===== src/rtl/tpu_host_seq.sv =====
// -----------------------------------------------------------------------------
// tpu_host_seq
//   Host-side initiator for the TPU pin protocol. Accepts one 2x2 A and one 2x2
//   B operand (DATA_W-bit elements), writes the 8 elements to the TPU, waits for
//   done, reads back C0..C3 through output_en/output_sel and returns packed C
//   with a one-cycle res_valid pulse. Every output is a flop.
//
//   Optional build macro: HOST_TIMEOUT_EN
//     defined   : WAIT_DONE aborts after TIMEOUT_CYC cycles without done,
//                 reporting err_timeout=1 with c_mat=0 and no read phase.
//     undefined : WAIT_DONE waits indefinitely; err_timeout stays 0.
//
//   Ports
//     clk, rst_n         clock, synchronous active-low reset
//     start              request, sampled only in IDLE
//     a_mat, b_mat       operands, elem k at [k*DATA_W +: DATA_W]
//     busy               high from the cycle after accept through RESP
//     res_valid          one-cycle pulse; c_mat/err_timeout valid
//     c_mat              result, elem k at [k*DATA_W +: DATA_W]
//     err_timeout        WAIT_DONE expired (timeout build only)
//     tpu_load_*         element write pins toward the TPU
//     tpu_output_en/sel  result read pins toward the TPU
//     tpu_out_data       result data from the TPU
//     tpu_done           TPU completion level
// -----------------------------------------------------------------------------
module tpu_host_seq #(
    parameter int DATA_W      = 8,
    parameter int RD_LAT      = 1,
    parameter int TIMEOUT_CYC = 255
) (
    input  logic                clk,
    input  logic                rst_n,
    input  logic                start,
    input  logic [4*DATA_W-1:0] a_mat,
    input  logic [4*DATA_W-1:0] b_mat,
    output logic                busy,
    output logic                res_valid,
    output logic [4*DATA_W-1:0] c_mat,
    output logic                err_timeout,
    output logic                tpu_load_en,
    output logic                tpu_load_sel_ab,
    output logic [1:0]          tpu_load_index,
    output logic [DATA_W-1:0]   tpu_in_data,
    output logic                tpu_output_en,
    output logic [1:0]          tpu_output_sel,
    input  logic [DATA_W-1:0]   tpu_out_data,
    input  logic                tpu_done
);

    typedef enum logic [2:0] {S_IDLE, S_LOAD, S_WAIT, S_READ, S_RESP} state_t;
    typedef logic [3:0][DATA_W-1:0] mat_t;

    // One counter walks the load writes, the read elements and, in the
    // timeout build, the WAIT_DONE cycles; sized for whichever is larger.
    localparam int TMO_W = $clog2(TIMEOUT_CYC + 1);
    localparam int CNT_W = (TMO_W > 4) ? TMO_W : 4;

    state_t             state_q, state_d;
    logic [CNT_W-1:0]   cnt_q, cnt_d;
    logic [1:0]         sub_q, sub_d;      // cycle within one read window
    mat_t               a_q, a_d, b_q, b_d, c_q, c_d;
    logic               err_q, err_d;
    logic               busy_q, busy_d, rv_q, rv_d;
    logic               ld_en_q, ld_en_d, ld_ab_q, ld_ab_d;
    logic [1:0]         ld_idx_q, ld_idx_d;
    logic [DATA_W-1:0]  ld_data_q, ld_data_d;
    logic               oe_q, oe_d;
    logic [1:0]         osel_q, osel_d;

    always_comb begin
        state_d = state_q;
        cnt_d   = cnt_q;
        sub_d   = sub_q;
        a_d     = a_q;
        b_d     = b_q;
        c_d     = c_q;
        err_d   = err_q;

        unique case (state_q)
            S_IDLE: begin
                if (start) begin
                    a_d     = a_mat;
                    b_d     = b_mat;
                    c_d     = '0;
                    err_d   = 1'b0;
                    cnt_d   = '0;
                    state_d = S_LOAD;
                end
            end
            S_LOAD: begin
                if (cnt_q == CNT_W'(7)) begin
                    cnt_d   = '0;
                    state_d = S_WAIT;
                end else begin
                    cnt_d = cnt_q + 1'b1;
                end
            end
            S_WAIT: begin
                // done wins over a same-cycle expiry
                if (tpu_done) begin
                    cnt_d   = '0;
                    sub_d   = '0;
                    state_d = S_READ;
                end
`ifdef HOST_TIMEOUT_EN
                else if (cnt_q == CNT_W'(TIMEOUT_CYC - 1)) begin
                    err_d   = 1'b1;
                    c_d     = '0;
                    state_d = S_RESP;
                end else begin
                    cnt_d = cnt_q + 1'b1;
                end
`endif
            end
            S_READ: begin
                if (sub_q == 2'(RD_LAT)) begin
                    // last edge of this element's window: data is valid now
                    c_d[cnt_q[1:0]] = tpu_out_data;
                    sub_d = '0;
                    if (cnt_q[1:0] == 2'd3) state_d = S_RESP;
                    else                    cnt_d   = cnt_q + 1'b1;
                end else begin
                    sub_d = sub_q + 1'b1;
                end
            end
            S_RESP:  state_d = S_IDLE;
            default: state_d = S_IDLE;
        endcase

        // Pin values are derived from the next state so they appear
        // registered in the same cycle the state is entered.
        busy_d    = (state_d != S_IDLE);
        rv_d      = (state_d == S_RESP);
        ld_en_d   = (state_d == S_LOAD);
        ld_ab_d   = ld_en_d & cnt_d[2];
        ld_idx_d  = ld_en_d ? cnt_d[1:0] : 2'd0;
        ld_data_d = '0;
        if (ld_en_d) ld_data_d = cnt_d[2] ? b_d[cnt_d[1:0]] : a_d[cnt_d[1:0]];
        oe_d      = (state_d == S_READ);
        osel_d    = oe_d ? cnt_d[1:0] : 2'd0;
    end

    always_ff @(posedge clk) begin
        if (!rst_n) begin
            state_q   <= S_IDLE;
            cnt_q     <= '0;
            sub_q     <= '0;
            a_q       <= '0;
            b_q       <= '0;
            c_q       <= '0;
            err_q     <= 1'b0;
            busy_q    <= 1'b0;
            rv_q      <= 1'b0;
            ld_en_q   <= 1'b0;
            ld_ab_q   <= 1'b0;
            ld_idx_q  <= '0;
            ld_data_q <= '0;
            oe_q      <= 1'b0;
            osel_q    <= '0;
        end else begin
            state_q   <= state_d;
            cnt_q     <= cnt_d;
            sub_q     <= sub_d;
            a_q       <= a_d;
            b_q       <= b_d;
            c_q       <= c_d;
            err_q     <= err_d;
            busy_q    <= busy_d;
            rv_q      <= rv_d;
            ld_en_q   <= ld_en_d;
            ld_ab_q   <= ld_ab_d;
            ld_idx_q  <= ld_idx_d;
            ld_data_q <= ld_data_d;
            oe_q      <= oe_d;
            osel_q    <= osel_d;
        end
    end

    assign busy            = busy_q;
    assign res_valid       = rv_q;
    assign c_mat           = c_q;
    assign err_timeout     = err_q;
    assign tpu_load_en     = ld_en_q;
    assign tpu_load_sel_ab = ld_ab_q;
    assign tpu_load_index  = ld_idx_q;
    assign tpu_in_data     = ld_data_q;
    assign tpu_output_en   = oe_q;
    assign tpu_output_sel  = osel_q;

endmodule

===== config.mk =====
export PLATFORM = sky130hd
export DESIGN_NAME = tpu_host_seq
export DESIGN_NICKNAME = d
export VERILOG_FILES = /design/src/rtl/tpu_host_seq.sv
export SDC_FILE = /design/constraint.sdc
export NUM_CORES = 1
export LEC_CHECK = 0
export BUFFER_PORTS_ARGS = -buffer_cell sky130_fd_sc_hd__buf_4
export CORE_MARGIN = 3
export CORE_UTILIZATION = 29
export DETAILED_ROUTE_END_ITERATION = 12
export GPL_TIMING_DRIVEN = 0
export PLACE_DENSITY = 0.51
export SYNTH_ARGS = -nofsm -noshare
export SYNTH_HDL_FRONTEND = slang
export SYNTH_SLANG_ARGS = --single-unit

===== constraint.sdc =====
create_clock -name clk -period 3.7 [get_ports clk]
set_input_delay 0 -clock clk [delete_from_list [all_inputs] [get_ports clk]]
set_output_delay 0 -clock clk [all_outputs]
set_load 0.005 [all_outputs]

==> results_dict.tcl, run 1 <==
set metrics [dict create \
    synth_top_area_cell "dfxtp_1" \
    ios 126 \
    worstMarginPinSlew_ns 0.836 \
    drt-vias-per-instance 4.89 \
    path_cells "ha_1, clkbuf_1, nand2_1, o311ai_0, a22o_1, buf_4, nand2_1, o221ai_1, nand4_1" \
    rows 49 \
    timing.fmax_mhz 304 \
    grtUsageTotal_pct 17.5 \
    cts_tree "done" \
    firstDrtPassIters 5 \
    p_leak_nw 3.17 \
    rsz0062_at_grt "no" \
    cp-end-kind "register" \
    synth_edf_count 0 \
    num-fill-cells 1798 \
    hold_viol 0 \
    final.setup.tns_ns 0 \
    clock_skew_ns 0.00855 \
    slew-limit-headroom_pct 43.8 \
    ys_top_cells_by_area "dfxtp_1, nand2_1, a21boi_0" \
    vias 5332 \
    synth_top_cell_area_share_pct 46.4 \
    syn-cell-area_um2 5430 \
    initial_core_util_pct 29.8 \
    syn_inst 633 \
    ir_worst_vdd_mv 0.291 \
    drv_slew 0 \
    start_kind "register" \
    syn-mean-instance-area_um2 8.58 \
    syn_nets 713 \
    min-delay-start "rst_n" \
    ys_seq_area_share_pct 46.4 \
    antenna_found_initial 0 \
    grt_pass1_vias 5434 \
    dieArea_um2 20400 \
    arrival_ns 3.55 \
    yosys_register_bits 126 \
    drc 0 \
    grt_max_degree 17 \
    clk_pin_slew_ns 0.06 \
    r2r_slack_ns 0.41 \
    wirelength_um 17600 \
    max-clock-path-buffers 2 \
    crit_fanout 10 \
    max-cap-violations 0 \
    cts_inserted_buffers 17 \
    critPathKind "reg2reg" \
    place_congestion 0.886 \
    die-height_um 143 \
    synth.distinct_cells 48 \
    grt_pass1_wl_um 28000 \
    port_buffers 123 \
    async_reset_ff_share_pct 0 \
    cp_slowest_cell "o311ai_0" \
    nets 928 \
    synthToLayoutAreaGrowth_pct 46.5 \
    synth-main-ff-cell "dfxtp_1" \
    ys_warn_count 0 \
    rr_startpoint "cnt_q[1]$_SDFF_PN0_" \
    wl_per_cell_um 16.1 \
    p_per_area_nw_per_um2 444 \
    ctsHtreeMaxLevel 4 \
    die_w_um 143 \
    root_buffer "clkbuf_16" \
    fin_crit_sh_pct 88.9 \
    status "complete, no violations" \
    hold_path.class "in2reg" \
    gr-total-overflow 0 \
    slowest_delay_ns 0.62 \
    fp.coreArea_um2 18200 \
    holdPathStages 3 \
    final_cell_mix "nand2_1, buf_4, dfxtp_1" \
    place_hpwl_um 13000 \
    drt-initial-drc-count 265 \
    whs_endpoint "busy$_SDFF_PN0_" \
    drtAntennaViolNets 0 \
    min_period_ns 3.29 \
    rr_worst_depth 9 \
    clock-sinks 126 \
    setup_viol 0 \
    drive_gt1_share_pct 19.6 \
    regToRegEndpoint "tpu_in_data[0]$_SDFF_PN0_" \
    insertion_delay_ns 0.42 \
    crit_top_cell "nand2_1" \
    final_common_cell "nand2_1" \
    critPathRequiredTime_ns 3.96 \
    fin_util_pct 43.7 \
]
==> worst max-delay path: cells and delay by family (launching register included) <==
family                   cells  cell delay [ns]
AO/OA/AOI/OAI                3             1.35
AND/OR/NAND/NOR              3             0.61
buffers and inverters        2             0.56
flip-flops                   1             0.43
adder cells (fa/ha/maj)      1             0.18
==> report_power, final <==
group / internal, mW / switching, mW
Sequential: 1.41 / 0.0287
Clock: 1.01 / 0.642
Combinational: 0.210 / 0.232
==> area by class of cell <==
class	instances	area (µm²)	area share, %
diodes	1	2.50	0.0314
plain buffers	46	193	2.42
clock buffers	19	443	5.57
clock inverters	13	140	1.76
inverters	13	48.8	0.613
multi-input cells	448	2670	33.5
flip-flops and latches	126	2520	31.7
well taps	229	287	3.60
repair buffers	196	1650	20.8
==> cell families (layout without fill, tap and decap cells) <==
family,Yosys count,count (layout),synth area share (%)
other,1,2,0.0690
buffers and inverters,59,287,4.45
XOR/XNOR,4,4,0.645
AND/OR/NAND/NOR,262,262,22.2
AO/OA/AOI/OAI,168,168,23.6
flip-flops,126,126,46.4
multiplexers,9,9,1.66
adder cells (fa/ha/maj),4,4,0.921
==> registers in the layout, summed over array words and instances, names as in the netlist <==
signal           flops
tpu_load_en          1
tpu_load_index       2
cnt_q                8
sub_q                2
res_valid            1
tpu_load_sel_ab      1
busy                 1
a_q                 32
tpu_output_en        1
b_q                 32
tpu_output_sel       2
state_q              3
c_mat               32
tpu_in_data          8
==> how the worst max path moves through the flow <==
| stage | from | cells past startpoint | slack [ns] | endpoint |
|---|---|---|---|---|
| CTS | cnt_q[1]$_SDFF_PN0_ | 9 | 0.57 | tpu_in_data[0]$_SDFF_PN0_ |
| detailed placement | cnt_q[1]$_SDFF_PN0_ | 9 | 0.61 | tpu_in_data[0]$_SDFF_PN0_ |
| finish | cnt_q[1]$_SDFF_PN0_ | 9 | 0.41 | tpu_in_data[0]$_SDFF_PN0_ |
| global route | cnt_q[1]$_SDFF_PN0_ | 9 | 0.24 | tpu_in_data[6]$_SDFF_PN0_ |
| floorplan | cnt_q[1]$_SDFF_PN0_ | 8 | 1.40 | tpu_in_data[6]$_SDFF_PN0_ |
| global placement | cnt_q[1]$_SDFF_PN0_ | 9 | 0.55 | tpu_in_data[6]$_SDFF_PN0_ |
==> per-layer routing <==
layer	vias up	part of all wire, %	routed length, µm	track usage, %
met5	-	0	0	0
met4	0	2.3	401	6.65
met3	32	5.0	872	3.68
met2	155	49	8560	28.9
met1	2514	44	7770	22.4
li1	2631	-	-	-
==> cells in the mapped netlist (all sizes together) (3+ instances only) <==
master,number
nand2,137
a21boi,64
a22oi,39
nor3,6
a21oi,5
and2,8
nand3,4
o221ai,8
nor2b,35
ha,4
clkbuf,34
a32oi,3
dfxtp,126
or3,10
xor2,4
o211ai,12
nand4,7
and3,7
buf,12
nor2,40
nand2b,3
o21ai,12
a211oi,12
inv,13
mux2i,9
==> stage by stage <==
step                      power [mW]  instances  setup WS [ns]  instance area (µm²)  hold slack, ns
after floorplan                 1.67        633           1.40                 5430           0.120
after global placement          1.84        985          0.549                 6640           0.267
after detailed placement        1.85        985          0.612                 6640           0.264
after CTS                       3.56       1090          0.569                 7960           0.108
after global routing            3.67       1090          0.245                 7960           0.165
final                           3.54       1091          0.410                 7960           0.109
==> timing repair <==
action,CTS,global route
gates resized for setup,0,0
hold endpoints to repair,105,0
hold buffers,73,0
setup buffers,0,0
Note: power is estimated with default switching activity, not from simulation.
==> run 2, diff against run 1 <==
--- a/config.mk
+++ b/config.mk
@@ -5,7 +5,9 @@
 export SDC_FILE = /design/constraint.sdc
 export NUM_CORES = 1
 export LEC_CHECK = 0
+export ABC_AREA = 1
 export BUFFER_PORTS_ARGS = -buffer_cell sky130_fd_sc_hd__buf_4
+export CORE_ASPECT_RATIO = 1.75
 export CORE_MARGIN = 3
 export CORE_UTILIZATION = 29
 export DETAILED_ROUTE_END_ITERATION = 12
==> run 2 against run 1 <==
  * Clock skew increased by 0.0035 ns
  * Register-to-register slack better by 0.81 ns
  * Worst hold slack got worse by 0.090 ns
  * Non-clock buffer count decreased by 8
  * Cell area is 1.6% lower
  * Clock power is essentially flat
  * Synthesized area decreased by 1.4%
  * Setup slack better by 0.81 ns
  * Final cell count rose by 8.8%
  * Sequential cell count unchanged
  * Highest routed layer unchanged
==> results_dict.tcl, run 2 <==
set metrics [dict create \
    final_cell_mix "nand2_1, buf_4, dfxtp_1" \
    min_period_ns 2.48 \
    synthToLayoutAreaGrowth_pct 46.3 \
    critPathKind "reg2reg" \
    ir_worst_vdd_mv 0.295 \
    drc 0 \
    whs_endpoint "c_mat[20]$_SDFFE_PN0P_" \
    p_leak_nw 3.58 \
    synth_edf_count 0 \
    vias 5376 \
    yosys_register_bits 126 \
    total_power_mw 3.67 \
    final_common_cell "nand2_1" \
    place_congestion 0.923 \
    ys_top_cells_by_area "dfxtp_1, nand2_1, nor2_1" \
    synth_top_cell_area_share_pct 47.1 \
    grt_max_degree 17 \
    drive_gt1_share_pct 18.7 \
    clock_skew_ns 0.0120 \
    drt-initial-drc-count 229 \
    slew-limit-headroom_pct 47.9 \
    insertion_delay_ns 0.41 \
    cp-end-kind "register" \
    rsz0062_at_grt "no" \
    status "complete, no violations" \
    die_w_um 109 \
    final_area_um2 7830 \
    rows 65 \
    hold_ws_ns 0.0186 \
    rr_startpoint "cnt_q[0]$_SDFF_PN0_" \
    max-clock-path-buffers 2 \
    num-fill-cells 1907 \
    synth.distinct_cells 31 \
    wl_per_cell_um 15.5 \
    power_frac_comb_pct 15.3 \
    grt_pass1_wl_um 28100 \
    layoutNonFillerInstCount 1187 \
    start_kind "register" \
    die-height_um 186 \
    hold_path.class "in2reg" \
    min-delay-start "tpu_out_data[4]" \
    syn-mean-instance-area_um2 7.33 \
    antenna_found_initial 0 \
    dieArea_um2 20200 \
    critPathRequiredTime_ns 4.04 \
    grt_pass1_vias 5318 \
    switchingPower_mw 0.997 \
    diodes 0 \
    drt-vias-per-instance 4.53 \
    nets 1020 \
    final.setup.tns_ns 0 \
    post_cts_resized 0 \
    regToRegEndpoint "tpu_in_data[5]$_SDFF_PN0_" \
    ios 126 \
    fin_crit_sh_pct 67.1 \
    timing.fmax_mhz 403 \
    holdPathStages 5 \
    p_per_area_nw_per_um2 468 \
    port_buffers 124 \
    cts_tree "done" \
    initial_core_util_pct 29.7 \
    worstMarginPinSlew_ns 0.779 \
    hold_viol 0 \
    synth-main-ff-cell "dfxtp_1" \
    clk_pin_slew_ns 0.06 \
    root_buffer "clkbuf_16" \
    max-cap-violations 0 \
    async_reset_ff_share_pct 0 \
    r2r_slack_ns 1.22 \
    pwr-share-clk_pct 45.3 \
    ctsHtreeMaxLevel 4 \
    crit_fanout 10 \
    setup_viol 0 \
    p_int_mw 2.67 \
    syn-cell-area_um2 5350 \
    wirelength_um 18400 \
    ys_warn_count 0 \
    fp.coreArea_um2 18100 \
    p_sw_share_pct 27.2 \
    place_inst 1088 \
    syn_inst 730 \
    placed_area_um2 6580 \
    ys_seq_area_share_pct 47.1 \
    drv_slew 0 \
    rr_worst_depth 11 \
    yosysMostFrequentCell "nand2_1" \
    gr-total-overflow 0 \
    drtAntennaViolNets 0 \
    place_hpwl_um 13900 \
    yosys-top-cells-count "nand2_1, dfxtp_1, nor2_1, inv_1, nand3_1" \
    pwr-share-seq_pct 39.4 \
    cts_inserted_buffers 17 \
    arrival_ns 2.82 \
    syn_nets 810 \
    firstDrtPassIters 4 \
    synth_top_area_cell "dfxtp_1" \
    grtUsageTotal_pct 18.6 \
    clock-sinks 126 \
]
==> run 2: stage by stage <==
step	utilization, %	setup slack [ns]
6_report	43.4	1.22
5_1_grt	43.4	1.01
4_1_cts	43.4	1.19
3_5_place_dp	36.4	1.21
3_3_place_gp	36.4	1.23
2_1_floorplan	-	1.93
==> run 2: critical path: stages, from the launching register on <==
cell and delay [ns]:
dfxtp_1 0.36, inv_1 0.12, ha_1 0.15, buf_1 0.34, or2_1 0.19, nand3_2 0.22
inv_2 0.24, buf_2 0.29, nand3_1 0.22, nand2_1 0.11, nand2_1 0.05, nand2_1 0.13
==> run 2: timing repair <==
item,4_1_cts,5_1_grt
hold buffers,67,0
hold endpoints to repair,70,0
buffers inserted,0,0
==> run 2: power by group through the flow <==
stage | sequential (mW) | clock [mW] | combinational, mW
5_1_grt | 1.45 | 1.75 | 0.619
6_report | 1.44 | 1.66 | 0.561
4_1_cts | 1.44 | 1.70 | 0.563
3_3_place_gp | 1.47 | 0 | 0.504
3_5_place_dp | 1.47 | 0 | 0.504
2_1_floorplan | 1.47 | 0 | 0.297
==> run 2: area by class of cell <==
cell class	count	area [µm²]	area share [%]
Sequential cell	126	2520	32.2
Buffer	43	198	2.52
Tap cell	234	293	3.74
Timing Repair Buffer	191	1600	20.4
Clock inverter	14	155	1.98
Clock buffer	18	429	5.48
Multi-Input combinational cell	504	2420	30.9
Inverter	57	214	2.73
==> run 2: cell families after synthesis <==
logic type      Yosys count  share of synthesized area (%)
mux                      32                           5.98
compound gates           83                           7.92
flops                   126                           47.1
buf+inv                 100                           7.69
simple gates            384                           30.3
fa+ha+maj                 4                          0.935
other cells               1                         0.0700
==> run 2: metal layers <==
| metal | global-route usage [%] | vias up | wire, µm |
|---|---|---|---|
| li1 | - | 2788 | - |
| met1 | 18.7 | 2435 | 6820 |
| met2 | 36.2 | 132 | 10300 |
| met3 | 3.12 | 21 | 732 |
| met4 | 8.34 | 0 | 574 |
| met5 | 0 | - | 0 |
==> run 2: worst max-delay path by stage <==
stage,start,to,slack [ns],depth (start not counted)
detailed placement,cnt_q[0]$_SDFF_PN0_,tpu_in_data[4]$_SDFF_PN0_,1.21,11
CTS,cnt_q[0]$_SDFF_PN0_,tpu_in_data[4]$_SDFF_PN0_,1.19,11
floorplan,cnt_q[0]$_SDFF_PN0_,tpu_in_data[5]$_SDFF_PN0_,1.93,11
global placement,cnt_q[0]$_SDFF_PN0_,tpu_in_data[4]$_SDFF_PN0_,1.23,11
global route,cnt_q[0]$_SDFF_PN0_,tpu_in_data[4]$_SDFF_PN0_,1.01,11
finish,cnt_q[0]$_SDFF_PN0_,tpu_in_data[5]$_SDFF_PN0_,1.22,11
==> run 3, diff against run 2 <==
==> constraint.sdc (replaced) <==
create_clock -name clk -period 2.4 [get_ports clk]
set_input_delay 0 -clock clk [delete_from_list [all_inputs] [get_ports clk]]
set_output_delay 0 -clock clk [all_outputs]
set_load 0.005 [all_outputs]
==> run 3 against run 2 <==
  * Critical path depth shrank 1
  * Final cell count is 0.17% lower
  * Core utilization up 0.14 points
  * Sequential power rose by 55%
  * Clock power increased by 55%
  * Sequential cell count is the same
  * Register-to-register slack got worse by 1.1 ns
  * Cell area increased by 0.32%
  * Sequential share of layout area fell by 0.071 points
  * Critical path type unchanged
  * Largest power group unchanged
  * Highest routed layer unchanged
==> results_dict.tcl, run 3 (synthesis gave the netlist of run 2 again) <==
set metrics [dict create \
    status "complete, no violations" \
    grtUsageTotal_pct 18.6 \
    max-clock-path-buffers 2 \
    nets 1018 \
    place_hpwl_um 13900 \
    wirelength_um 18400 \
    pwr-share-seq_pct 39.3 \
    synthToLayoutAreaGrowth_pct 46.8 \
    routed.top_layer "met4" \
    grt_pass1_vias 5318 \
    crit_fanout 10 \
    clk_pin_slew_ns 0.06 \
    final_cell_mix "nand2_1, buf_4, dfxtp_1" \
    multi_input_area_um2 2440 \
    p_leak_nw 3.60 \
    rsz0062_at_grt "no" \
    hold_path.class "in2reg" \
    critPathKind "reg2reg" \
    root_buffer "clkbuf_16" \
    cp_top_family "simple AND/OR/NAND/NOR gates" \
    grt_max_degree 17 \
    slew-limit-headroom_pct 48.7 \
    fp.coreArea_um2 18100 \
    ctsHtreeMaxLevel 4 \
    postCtsSetupBuffers 0 \
    placed_area_um2 6580 \
    min_period_ns 2.24 \
    slowest_delay_ns 0.43 \
    insertion_delay_ns 0.42 \
    firstDrtPassIters 4 \
    pwr-share-clk_pct 45.4 \
    drive_gt1_share_pct 19.5 \
    final_area_um2 7860 \
    clock-sinks 126 \
    dieArea_um2 20200 \
    critPathRequiredTime_ns 2.70 \
    diodes 0 \
    num-fill-cells 1900 \
    hold_viol 0 \
    cp_slowest_cell "dfxtp_1" \
    place_congestion 0.923 \
    vias 5390 \
    cp-end-kind "register" \
    arrival_ns 2.54 \
    final_common_cell "nand2_1" \
    timing.fmax_mhz 446 \
    met1_length_um 6740 \
    path_cells "nor2_1, nand3_2, buf_2, buf_2, mux2i_1, nand2_1, nand3_1, nand2_1, nand2_1, nand2_1" \
    p_sw_share_pct 27.3 \
    port_buffers 124 \
    ios 126 \
    max-cap-violations 0 \
    drv_slew 0 \
    switchingPower_mw 1.55 \
    clock_skew_ns 0.0137 \
    total_power_mw 5.67 \
    ir_worst_vdd_mv 0.467 \
    drt-initial-drc-count 185 \
    drc 0 \
    grt_pass1_wl_um 28100 \
    cp.buffers_inverters 2 \
    die_w_um 109 \
    cts_tree "done" \
    worstMarginPinSlew_ns 0.766 \
    p_int_mw 4.12 \
    crit_top_cell "nand2_1" \
    power_frac_comb_pct 15.4 \
    rows 65 \
    met2WireLength_um 10200 \
    drtAntennaViolNets 0 \
    setup_viol 0 \
    antenna_found_initial 0 \
    cts_inserted_buffers 17 \
    fin_crit_sh_pct 93.5 \
    gr-total-overflow 0 \
    p_per_area_nw_per_um2 721 \
    met3WireLength_um 787 \
    die-height_um 186 \
    initial_core_util_pct 29.7 \
    start_kind "register" \
    drt-vias-per-instance 4.55 \
    wl_per_cell_um 15.5 \
    regArea_um2 2520 \
]
[run 3: tightest hold or removal path, cell delays in order]
cell	delay, ns
buf_4	0.11
nand2_1	0.05
nor2_1	0.09
nand2_1	0.07
a21oi_1	0.05
[run 3: final cells by class]
class | instances | share of cell area [%]
Timing Repair Buffer | 191 | 20.4
Clock inverter | 14 | 1.97
Clock buffer | 18 | 5.46
Inverter | 57 | 2.75
Sequential cell | 126 | 32.1
Tap cell | 234 | 3.73
Buffer | 41 | 2.52
Multi-Input combinational cell | 504 | 31.1
[run 3: worst paths after layout]
path	endpoint	slack [ns]	start	cells after the start
min reg2reg	sub_q[1]$_SDFFE_PN0P_	0.44	sub_q[1]$_SDFFE_PN0P_	2
max	tpu_in_data[4]$_SDFF_PN0_	0.16	state_q[2]$_SDFF_PN0_	10
max reg2reg	tpu_in_data[4]$_SDFF_PN0_	0.16	state_q[2]$_SDFF_PN0_	10
min	c_mat[20]$_SDFFE_PN0P_	0.008	tpu_out_data[4]	5
[run 3: power groups by stage]
| stage | logic [mW] | registers [mW] | clock network (mW) |
|---|---|---|---|
| after CTS | 0.869 | 2.23 | 2.62 |
| final | 0.871 | 2.23 | 2.57 |
| after floorplan | 0.458 | 2.27 | 0 |
| after global placement | 0.777 | 2.27 | 0 |
| after detailed placement | 0.777 | 2.27 | 0 |
| after global routing | 0.961 | 2.23 | 2.70 |
[run 3: layer usage]
metal | vias to the layer above | GRT usage [%]
met2 | 140 | 36.2
li1 | 2783 | -
met3 | 32 | 3.12
met4 | 0 | 8.34
met5 | - | 0
met1 | 2435 | 18.7
[run 3: repair_timing]
item,in CTS,in global routing
pin swaps,0,0
endpoints found under the hold margin,70,0
hold buffers,67,0
gates resized for setup,3,12
endpoints found under the setup margin,3,8
[run 3: per-stage QoR]
step	TNS [ns]	util, %	hold WS (ns)	worst slack [ns]	cells
CTS	0	43.4	0.00832	0.00916	1186
global route	0	43.5	0.0222	0.00447	1185
finish	0	43.5	0.00840	0.155	1185
detailed placement	-0.171	36.4	0.268	-0.0851	1088
floorplan	0	-	0.123	0.633	730
global placement	-0.136	36.4	0.261	-0.0700	1088
